==> src/rtl/alarm_clock_pkg.sv <==
// Shared types and helpers for the alarm clock keypad control slice.
//   state_t       : control FSM states
//   KEY_ALARM/TIME: function key codes from the keypad scanner
//   bcd_time_t    : HH:MM as four BCD nibbles
//   time_is_valid : HH:MM range check (00:00 .. 23:59)
package alarm_clock_pkg;

    typedef enum logic [1:0] {
        ST_IDLE,
        ST_ENTRY,
        ST_SHOW_ALARM
    } state_t;

    localparam logic [3:0] KEY_ALARM = 4'hA;
    localparam logic [3:0] KEY_TIME  = 4'hB;

    typedef struct packed {
        logic [3:0] ms_hr;
        logic [3:0] ls_hr;
        logic [3:0] ms_min;
        logic [3:0] ls_min;
    } bcd_time_t;

    function automatic logic time_is_valid(input bcd_time_t t);
        logic ok;
        ok = (t.ms_hr <= 4'd2) && (t.ls_hr <= 4'd9) &&
             (t.ms_min <= 4'd5) && (t.ls_min <= 4'd9);
        // 20-23 are the only legal hours with a tens digit of 2
        if (t.ms_hr == 4'd2 && t.ls_hr > 4'd3)
            ok = 1'b0;
        return ok;
    endfunction

endpackage

==> src/rtl/alarm_clock_ctrl_key_entry_buffer.sv <==
// key_entry_buffer: four-nibble shift register collecting keypad digits.
//   clk, reset    : clock, async active-high reset
//   clear         : zero buffer and count (with shift: start a fresh entry)
//   clear_count   : zero entry_count only, buffer keeps its value
//   shift, digit  : shift digit into the least-significant nibble
//   time_buf      : registered buffer contents
//   entry_count   : digits entered, saturating at 4
//   valid_time    : combinational, four digits present and in HH:MM range
module key_entry_buffer
    import alarm_clock_pkg::*;
(
    input  logic       clk,
    input  logic       reset,
    input  logic       clear,
    input  logic       clear_count,
    input  logic       shift,
    input  logic [3:0] digit,
    output bcd_time_t  time_buf,
    output logic [2:0] entry_count,
    output logic       valid_time
);

    bcd_time_t base;

    // Shifting with clear asserted shifts into an all-zero buffer
    always_comb begin
        base = clear ? '0 : time_buf;
    end

    always_ff @(posedge clk or posedge reset) begin
        if (reset) begin
            time_buf    <= '0;
            entry_count <= '0;
        end else if (shift) begin
            time_buf.ms_hr  <= base.ls_hr;
            time_buf.ls_hr  <= base.ms_min;
            time_buf.ms_min <= base.ls_min;
            time_buf.ls_min <= digit;
            if (clear)
                entry_count <= 3'd1;
            else if (entry_count != 3'd4)
                entry_count <= entry_count + 3'd1;
        end else if (clear) begin
            time_buf    <= '0;
            entry_count <= '0;
        end else if (clear_count) begin
            entry_count <= '0;
        end
    end

    assign valid_time = (entry_count == 3'd4) && time_is_valid(time_buf);

endmodule

==> src/rtl/alarm_clock_ctrl.sv <==
// alarm_clock_ctrl: keypad-driven control FSM for the alarm clock.
//   clk, reset        : clock, async active-high reset
//   one_second        : one-cycle pulse per second
//   key_valid/key_code: keypad strobe and code (0-9 digit, A alarm, B time)
//   new_time_*        : entry buffer nibbles (HH:MM)
//   load_new_c/_a     : one-cycle commit pulses to time counter / alarm reg
//   show_new_time     : display entry buffer (ENTRY)
//   show_alarm        : display alarm time (SHOW_ALARM)
//   entry_count       : digits entered, 0..4
//   entry_error       : one-cycle pulse on a rejected commit
module alarm_clock_ctrl
    import alarm_clock_pkg::*;
#(
    parameter int unsigned TIMEOUT_S    = 10,
    parameter int unsigned SHOW_ALARM_S = 10
) (
    input  logic       clk,
    input  logic       reset,
    input  logic       one_second,
    input  logic       key_valid,
    input  logic [3:0] key_code,
    output logic [3:0] new_time_ms_hr,
    output logic [3:0] new_time_ls_hr,
    output logic [3:0] new_time_ms_min,
    output logic [3:0] new_time_ls_min,
    output logic       load_new_c,
    output logic       load_new_a,
    output logic       show_new_time,
    output logic       show_alarm,
    output logic [2:0] entry_count,
    output logic       entry_error
);

    localparam logic [3:0] TIMEOUT_LAST = 4'(TIMEOUT_S - 1);
    localparam logic [3:0] SHOW_LAST    = 4'(SHOW_ALARM_S - 1);

    state_t     state;
    logic [3:0] sec_cnt;
    logic       accepted;
    logic       is_digit;
    logic       timeout_hit;
    logic       buf_clear;
    logic       buf_clear_count;
    logic       buf_shift;
    logic       valid_time;
    bcd_time_t  time_buf;

    assign accepted    = key_valid && (key_code <= KEY_TIME);
    assign is_digit    = key_code <= 4'd9;
    // An accepted key in the same cycle takes priority over the timeout
    assign timeout_hit = one_second && !accepted && (sec_cnt == TIMEOUT_LAST);

    always_comb begin
        buf_clear       = 1'b0;
        buf_clear_count = 1'b0;
        buf_shift       = 1'b0;
        case (state)
            ST_IDLE: begin
                if (accepted && is_digit) begin
                    buf_clear = 1'b1;
                    buf_shift = 1'b1;
                end
            end
            ST_ENTRY: begin
                if (accepted) begin
                    if (is_digit)
                        buf_shift = 1'b1;
                    else if (valid_time)
                        buf_clear_count = 1'b1;
                    else
                        buf_clear = 1'b1;
                end else if (timeout_hit) begin
                    buf_clear = 1'b1;
                end
            end
            default: ;
        endcase
    end

    key_entry_buffer u_buf (
        .clk         (clk),
        .reset       (reset),
        .clear       (buf_clear),
        .clear_count (buf_clear_count),
        .shift       (buf_shift),
        .digit       (key_code),
        .time_buf    (time_buf),
        .entry_count (entry_count),
        .valid_time  (valid_time)
    );

    assign new_time_ms_hr  = time_buf.ms_hr;
    assign new_time_ls_hr  = time_buf.ls_hr;
    assign new_time_ms_min = time_buf.ms_min;
    assign new_time_ls_min = time_buf.ls_min;

    always_ff @(posedge clk or posedge reset) begin
        if (reset) begin
            state         <= ST_IDLE;
            sec_cnt       <= '0;
            load_new_c    <= 1'b0;
            load_new_a    <= 1'b0;
            show_new_time <= 1'b0;
            show_alarm    <= 1'b0;
            entry_error   <= 1'b0;
        end else begin
            load_new_c  <= 1'b0;
            load_new_a  <= 1'b0;
            entry_error <= 1'b0;
            case (state)
                ST_IDLE: begin
                    sec_cnt <= '0;
                    if (accepted && is_digit) begin
                        state         <= ST_ENTRY;
                        show_new_time <= 1'b1;
                    end else if (accepted && key_code == KEY_ALARM) begin
                        state      <= ST_SHOW_ALARM;
                        show_alarm <= 1'b1;
                    end
                end
                ST_ENTRY: begin
                    if (accepted) begin
                        sec_cnt <= '0;
                        if (!is_digit) begin
                            state         <= ST_IDLE;
                            show_new_time <= 1'b0;
                            if (!valid_time)
                                entry_error <= 1'b1;
                            else if (key_code == KEY_TIME)
                                load_new_c <= 1'b1;
                            else
                                load_new_a <= 1'b1;
                        end
                    end else if (timeout_hit) begin
                        state         <= ST_IDLE;
                        show_new_time <= 1'b0;
                        sec_cnt       <= '0;
                    end else if (one_second) begin
                        sec_cnt <= sec_cnt + 4'd1;
                    end
                end
                ST_SHOW_ALARM: begin
                    if (accepted || (one_second && sec_cnt == SHOW_LAST)) begin
                        state      <= ST_IDLE;
                        show_alarm <= 1'b0;
                        sec_cnt    <= '0;
                    end else if (one_second) begin
                        sec_cnt <= sec_cnt + 4'd1;
                    end
                end
                default: begin
                    state         <= ST_IDLE;
                    sec_cnt       <= '0;
                    show_new_time <= 1'b0;
                    show_alarm    <= 1'b0;
                end
            endcase
        end
    end

endmodule
==> config.mk <==
export PLATFORM = sky130hd
export DESIGN_NAME = alarm_clock_ctrl
export DESIGN_NICKNAME = d
export VERILOG_FILES = /design/src/rtl/alarm_clock_pkg.sv /design/src/rtl/alarm_clock_ctrl_key_entry_buffer.sv /design/src/rtl/alarm_clock_ctrl.sv
export SDC_FILE = /design/constraint.sdc
export NUM_CORES = 1
export LEC_CHECK = 0
export ABC_AREA = 1
export CAP_MARGIN = 20
export CORE_MARGIN = 2
export CORE_UTILIZATION = 35
export CTS_CLUSTER_DIAMETER = 120
export DETAILED_ROUTE_END_ITERATION = 10
export PLACE_DENSITY = 0.57
export SLEW_MARGIN = 20
export SYNTH_ARGS = -nofsm -noshare
export SYNTH_HDL_FRONTEND = slang
export SYNTH_SLANG_ARGS = --single-unit
export TNS_END_PERCENT = 10
==> constraint.sdc <==
create_clock -name clk -period 3.5 [get_ports clk]
set_input_delay 0.7 -clock clk [delete_from_list [all_inputs] [get_ports clk]]
set_output_delay 0.7 -clock clk [all_outputs]
set_load 0.01 [all_outputs]
==> flow_metrics.env, run 1 <==
export IMPL_clock_sinks=30
export IMPL_drive_above_1_share=0.1498
export IMPL_antenna_found_initial=0
export IMPL_fin_skew_ns=0.001674
export IMPL_cts_buffer_depth=2
export IMPL_root_buffer="clkbuf_8"
export IMPL_crit_fanout=16
export IMPL_setup_violations=0
export IMPL_hold_path_class="flop to flop"
export IMPL_routed_top_layer="met4"
export IMPL_crit_type="input pin to flop"
export IMPL_via_count=1340
export IMPL_holdWs_ns=0.4991
export IMPL_cp_arrival_ns=2.71
export IMPL_wl_met3_um=141
export IMPL_irDropWorstVdd_mv=0.2299
export IMPL_grt_max_degree=31
export IMPL_num_antenna_cells=0
export IMPL_drv_slew=0
export IMPL_period_minus_slack_ns=2.489
export IMPL_h_tree_depth=2
export IMPL_crit_path_start="key_code[3]"
export IMPL_async_flop_share=1.000
export IMPL_power_density_mw_per_mm2=708.2
export IMPL_numCtsBuffers=5
export IMPL_synth_top_area_frac=0.4570
export IMPL_coreArea_sq_mm=0.004444
export IMPL_cts_tree="done"
export IMPL_wl_per_cell_um=11.91
export IMPL_met2_length_um=1473
export IMPL_final_nets=241
export IMPL_synth_edf_count=0
export IMPL_yosysTopAreaCell="dfrtp_1"
export IMPL_io_buffers=31
export IMPL_crit_path_end="u_buf.entry_count[0]"
export IMPL_rsz0062_at_grt="no"
export IMPL_reg2reg_from="state[1]"
export IMPL_crit_path_cell_trace="clkdlybuf4s50_1, nand2_1, nand2_2, nor2_4, nand2_2, nand2_1, inv_2, nand4_1, nand2_1, nand2_1, nand2_1"
export IMPL_drt_iter0_drc=88
export IMPL_yosys_cell_types_count=32
export IMPL_drc_errors=0
export IMPL_drv_cap=0
export IMPL_first_pass_iters=4
export IMPL_drt_met1_wl_um=1658
export IMPL_dp_hpwl_um=2552
export IMPL_post_cts_buffers=0
export IMPL_grt_total_usage=0.1474
export IMPL_synth_area_top_cells="dfrtp_1 (46%), nand2_1 (8.5%), nand3_1 (6.1%)"
export IMPL_area_growth_syn_to_layout_pct=28.18
export IMPL_holdBufCountCts=0
export IMPL_placed_cell_area_sq_mm=0.001996
export IMPL_worstRegToRegCells=9
export IMPL_fmax_ghz=0.4018
export IMPL_synth_nets=205
export IMPL_p_leak_uw=0.0009796
export IMPL_start_util=0.3697
export IMPL_postSynthRegisterBits=30
export IMPL_num_rows=24
export IMPL_ios=32
export IMPL_tns_ns=0
export IMPL_antenna_left=0
export IMPL_synth_warnings=0
export IMPL_cts_resized=0
export IMPL_final_common_cell="nand2_1"
export IMPL_worst_path_stages=11
export IMPL_avgSynthCellArea_sq_um=8.646
export IMPL_endpoint_kind="flop"
export IMPL_path_delay_family="simple AND/OR/NAND/NOR gates"
export IMPL_dieArea_sq_mm=0.005258
export IMPL_multiInputGateArea_sq_um=755.7
export IMPL_path_clk_slew_ns=0.06
export IMPL_path_buf_inv=2
export IMPL_grt_pass1_vias=1327
export IMPL_worst_ep_required_time_ns=3.72
export IMPL_final_seq_area_sq_um=750.7
export IMPL_status="finished clean"
export IMPL_slew_limit_headroom=0.6494
export IMPL_grt_pass1_wl_um=6009
export IMPL_worstSetupStartpointType="input pin"
export IMPL_r2r_end="u_buf.entry_count[1]"
export IMPL_worst_slew_pin_slew_ns=0.5246
export IMPL_yosysSeqAreaShare=0.4570
export IMPL_gr_total_overflow=0
export IMPL_synthCells=190
export IMPL_cp_slowest_stage_delay_ns=0.52
export IMPL_cp_slowest_cell="clkdlybuf4s50_1"
export IMPL_gp_congestion=0.7837
export IMPL_fp_dieH_um=72.51
export IMPL_insertion_delay_ns=0.28
export IMPL_synth_ff_type="dfrtp_1"
export IMPL_wirelength_um=3324
export IMPL_post_route_period_util=0.7111
export IMPL_hold_violations=0
export IMPL_viasPerCell=4.803
export IMPL_final_cell_mix="nand2_1 (37), clkdlybuf4s50_1 (31), dfrtp_1 (30)"
export IMPL_fin_area_sq_mm=0.002106
export IMPL_dieWidth_um=72.51
export IMPL_cpMostUsedCell="nand2_1"
export IMPL_syn_area_sq_mm=0.001643
export IMPL_rrSetupSlack_ns=1.42
export IMPL_n_fill_cell=423
[worst register-to-register path: stages (launching register included)]
cell and delay [ns]:
dfrtp_1 0.41, inv_1 0.09, ha_1 0.27, nand2_1 0.10, nand2_1 0.41, inv_2 0.27
nand4_1 0.20, nand2_1 0.10, nand2_1 0.07, nand2_1 0.05
[flip-flops by register name, indices dropped and copies added (netlist names), 2 cells and up]
name and cells:
u_buf.entry_count 3, u_buf.time_buf 16, sec_cnt 4, state 2
[cell type report]
| type | instances | area share |
|---|---|---|
| multi-input combinational | 130 | 0.3589 |
| sequential | 30 | 0.3565 |
| timing repair buffer | 32 | 0.1509 |
| clock buffer | 8 | 0.05229 |
| inverter | 27 | 0.05051 |
| tap | 52 | 0.03090 |
[through the flow]
stage	setup slack, ns	util	total power, uW	instances
6_report	1.011	0.4738	1491	279
5_1_grt	0.7880	0.4738	1612	279
4_1_cts	1.005	0.4738	1513	279
3_5_place_dp	0.7319	0.4490	1182	271
3_3_place_gp	0.7941	0.4490	1184	271
2_1_floorplan	1.802	-	913.1	190
[synth_stat cells, drive strengths merged (2+ instances only)]
library cell	instances
nand2	44
dfrtp	30
inv	26
nand3	24
o21ai	19
nor2	16
ha	7
nand4	6
buf	3
xor2	3
nor3	2
o211ai	2
[worst min-delay path by stage]
stage	from	slack, ns	cells past startpoint	endpoint
after detailed placement	show_new_time	0.48	2	show_new_time
after global routing	show_alarm	0.57	2	show_alarm
after global placement	show_new_time	0.48	2	show_new_time
after CTS	show_new_time	0.50	2	show_new_time
final	show_alarm	0.50	2	show_alarm
after floorplan	state[0]	0.48	2	state[0]
[layer usage]
metal	global-route usage	vias to the layer above
met5	0	-
met4	0.05556	0
met3	0.04306	5
met2	0.2202	27
met1	0.2028	615
li1	-	693
[where the power goes]
part / internal, uW / total, uW / switching [uW]
Clock: 198 / 324 / 125
Sequential: 451 / 548 / 97.5
Combinational: 286 / 620 / 333
[logic make-up after synthesis]
kind of cell / after synthesis / synth area share
buffers and inverters: 30 / 0.08302
DFF: 30 / 0.4570
xor gates and xnor gates: 4 / 0.02133
adders and majority gates: 7 / 0.05331
AOI/OAI and AO/OA: 25 / 0.08759
and+or+nand+nor: 94 / 0.2978
Note: power is estimated with default switching activity, not from simulation.
==> inputs of run 2 (changes only) <==
Settings changed: PLACE_DENSITY 0.57 to 0.59.
Clock period 3.5 ns to 2.21 ns, I/O delays scaled along.
==> flow_metrics.env, run 2 (synthesis results as in run 1) <==
export IMPL_coreArea_sq_mm=0.004444
export IMPL_grt_total_usage=0.1428
export IMPL_antenna_left=0
export IMPL_fin_skew_ns=0.007230
export IMPL_start_util=0.3697
export IMPL_numCtsBuffers=5
export IMPL_hold_violations=0
export IMPL_post_route_period_util=0.8168
export IMPL_dieArea_sq_mm=0.005258
export IMPL_reg2reg_from="state[1]"
export IMPL_slew_limit_headroom=0.7425
export IMPL_first_pass_iters=4
export IMPL_path_buf_inv=1
export IMPL_hold_path_class="flop to flop"
export IMPL_antenna_found_initial=0
export IMPL_grt_max_degree=31
export IMPL_rsz0062_at_grt="no"
export IMPL_num_rows=24
export IMPL_ios=32
export IMPL_period_minus_slack_ns=1.805
export IMPL_grt_pass1_wl_um=5658
export IMPL_worst_ep_required_time_ns=1.77
export IMPL_grt_pass1_vias=1281
export IMPL_crit_path_cell_trace="clkdlybuf4s50_1"
export IMPL_crit_path_start="u_buf.time_buf[11]"
export IMPL_wirelength_um=3411
export IMPL_drive_above_1_share=0.1645
export IMPL_holdWs_ns=0.4949
export IMPL_setup_violations=0
export IMPL_crit_fanout=8
export IMPL_post_cts_buffers=0
export IMPL_regMostFlops="u_buf.time_buf"
export IMPL_crit_type="flop to output port"
export IMPL_crit_path_end="new_time_ls_hr[3]"
export IMPL_cp_slowest_cell="clkdlybuf4s50_1"
export IMPL_via_count=1348
export IMPL_cts_tree="done"
export IMPL_reg_top3="u_buf.time_buf x16, sec_cnt x4, u_buf.entry_count x3"
export IMPL_drt_iter0_drc=94
export IMPL_num_antenna_cells=0
export IMPL_worst_path_stages=1
export IMPL_largest_reg_flops=16
export IMPL_worst_slew_pin_slew_ns=0.3862
export IMPL_drv_cap=0
export IMPL_gp_congestion=0.7961
export IMPL_holdBufCountCts=0
export IMPL_worstSetupStartpointType="flop"
export IMPL_area_growth_syn_to_layout_pct=29.93
export IMPL_final_nets=245
export IMPL_final_cell_mix="nand2_1 (37), clkdlybuf4s50_1 (31), dfrtp_1 (30)"
export IMPL_path_delay_family="buffers and inverters"
export IMPL_r2r_end="u_buf.entry_count[2]"
export IMPL_irDropWorstVdd_mv=0.4962
export IMPL_cts_buffer_depth=2
export IMPL_fmax_ghz=0.5540
export IMPL_power_density_mw_per_mm2=1132
export IMPL_fp_dieH_um=72.51
export IMPL_worstRegToRegCells=9
export IMPL_multiInputGateArea_sq_um=755.7
export IMPL_dp_hpwl_um=2610
export IMPL_wl_per_cell_um=12.05
export IMPL_gr_total_overflow=0
export IMPL_h_tree_depth=2
export IMPL_drv_slew=0
export IMPL_viasPerCell=4.763
export IMPL_fin_ws_ns=0.4049
export IMPL_dieWidth_um=72.51
export IMPL_tns_ns=0
export IMPL_cts_resized=0
export IMPL_status="finished clean"
export IMPL_p_leak_uw=0.0009996
export IMPL_path_clk_slew_ns=0.07
export IMPL_endpoint_kind="output port"
export IMPL_root_buffer="clkbuf_8"
export IMPL_place_ws_ns=0.1456
export IMPL_rrSetupSlack_ns=0.44
export IMPL_final_seq_area_sq_um=750.7
export IMPL_final_common_cell="nand2_1"
export IMPL_cp_slowest_stage_delay_ns=0.59
export IMPL_insertion_delay_ns=0.29
export IMPL_io_buffers=31
export IMPL_drc_errors=0
export IMPL_clock_sinks=30
export IMPL_cp_arrival_ns=1.36
export IMPL_n_fill_cell=433
export IMPL_utilization=0.4803
run 2: cell types whose count changed in the layout (fill, tap and decap cells not counted):
cell / delta
clkinv_2: +2
bufinv_16: +1
clkbuf_8: -3
buf_4: +4
run 2: worst min-delay path: stages, from the launching register on:
cell and delay, ns:
dfrtp_1 0.34, nand2_1 0.05, o21ai_0 0.06
run 2: how the worst min path moves through the flow:
stage / start / end / slack [ns] / cells past startpoint
after floorplan: state[0] / state[0] / 0.48 / 2
after global placement: show_alarm / show_alarm / 0.48 / 2
after detailed placement: show_alarm / show_alarm / 0.48 / 2
after CTS: show_alarm / show_alarm / 0.50 / 2
after global routing: show_alarm / show_alarm / 0.52 / 2
final: show_new_time / show_new_time / 0.49 / 2
run 2: area by class of cell:
| type | instances | share of cell area |
|---|---|---|
| Clock inverter | 3 | 0.01876 |
| Tap cell | 52 | 0.03048 |
| Multi-Input combinational cell | 130 | 0.3540 |
| Inverter | 27 | 0.04982 |
| Clock buffer | 5 | 0.03224 |
| Timing Repair Buffer | 36 | 0.1630 |
| Sequential cell | 30 | 0.3517 |
run 2: metrics by stage:
| step | total power (uW) | cells | cell area, sq um |
|---|---|---|---|
| after floorplan | 1446 | 190 | 1643 |
| after global placement | 1886 | 275 | 2026 |
| after detailed placement | 1886 | 275 | 2026 |
| after CTS | 2444 | 283 | 2135 |
| after global routing | 2585 | 283 | 2135 |
| final | 2416 | 283 | 2135 |
run 2: layer usage:
| metal | up-vias | wire length [um] | GRT usage | part of all wire |
|---|---|---|---|---|
| met2 | 31 | 1576 | 0.2294 | 0.46 |
| met4 | 0 | 53 | 0.06790 | 0.016 |
| met3 | 5 | 145 | 0.03889 | 0.043 |
| met1 | 612 | 1636 | 0.1782 | 0.48 |
| met5 | - | 0 | 0 | 0 |
| li1 | 700 | - | - | - |
run 2: where the power goes:
| group | internal, uW | switching (uW) | total (uW) |
|---|---|---|---|
| combinational | 472 | 529 | 1000 |
| sequential | 713 | 158 | 871 |
| clock | 331 | 213 | 544 |
| total | 1520 | 899 | 2420 |
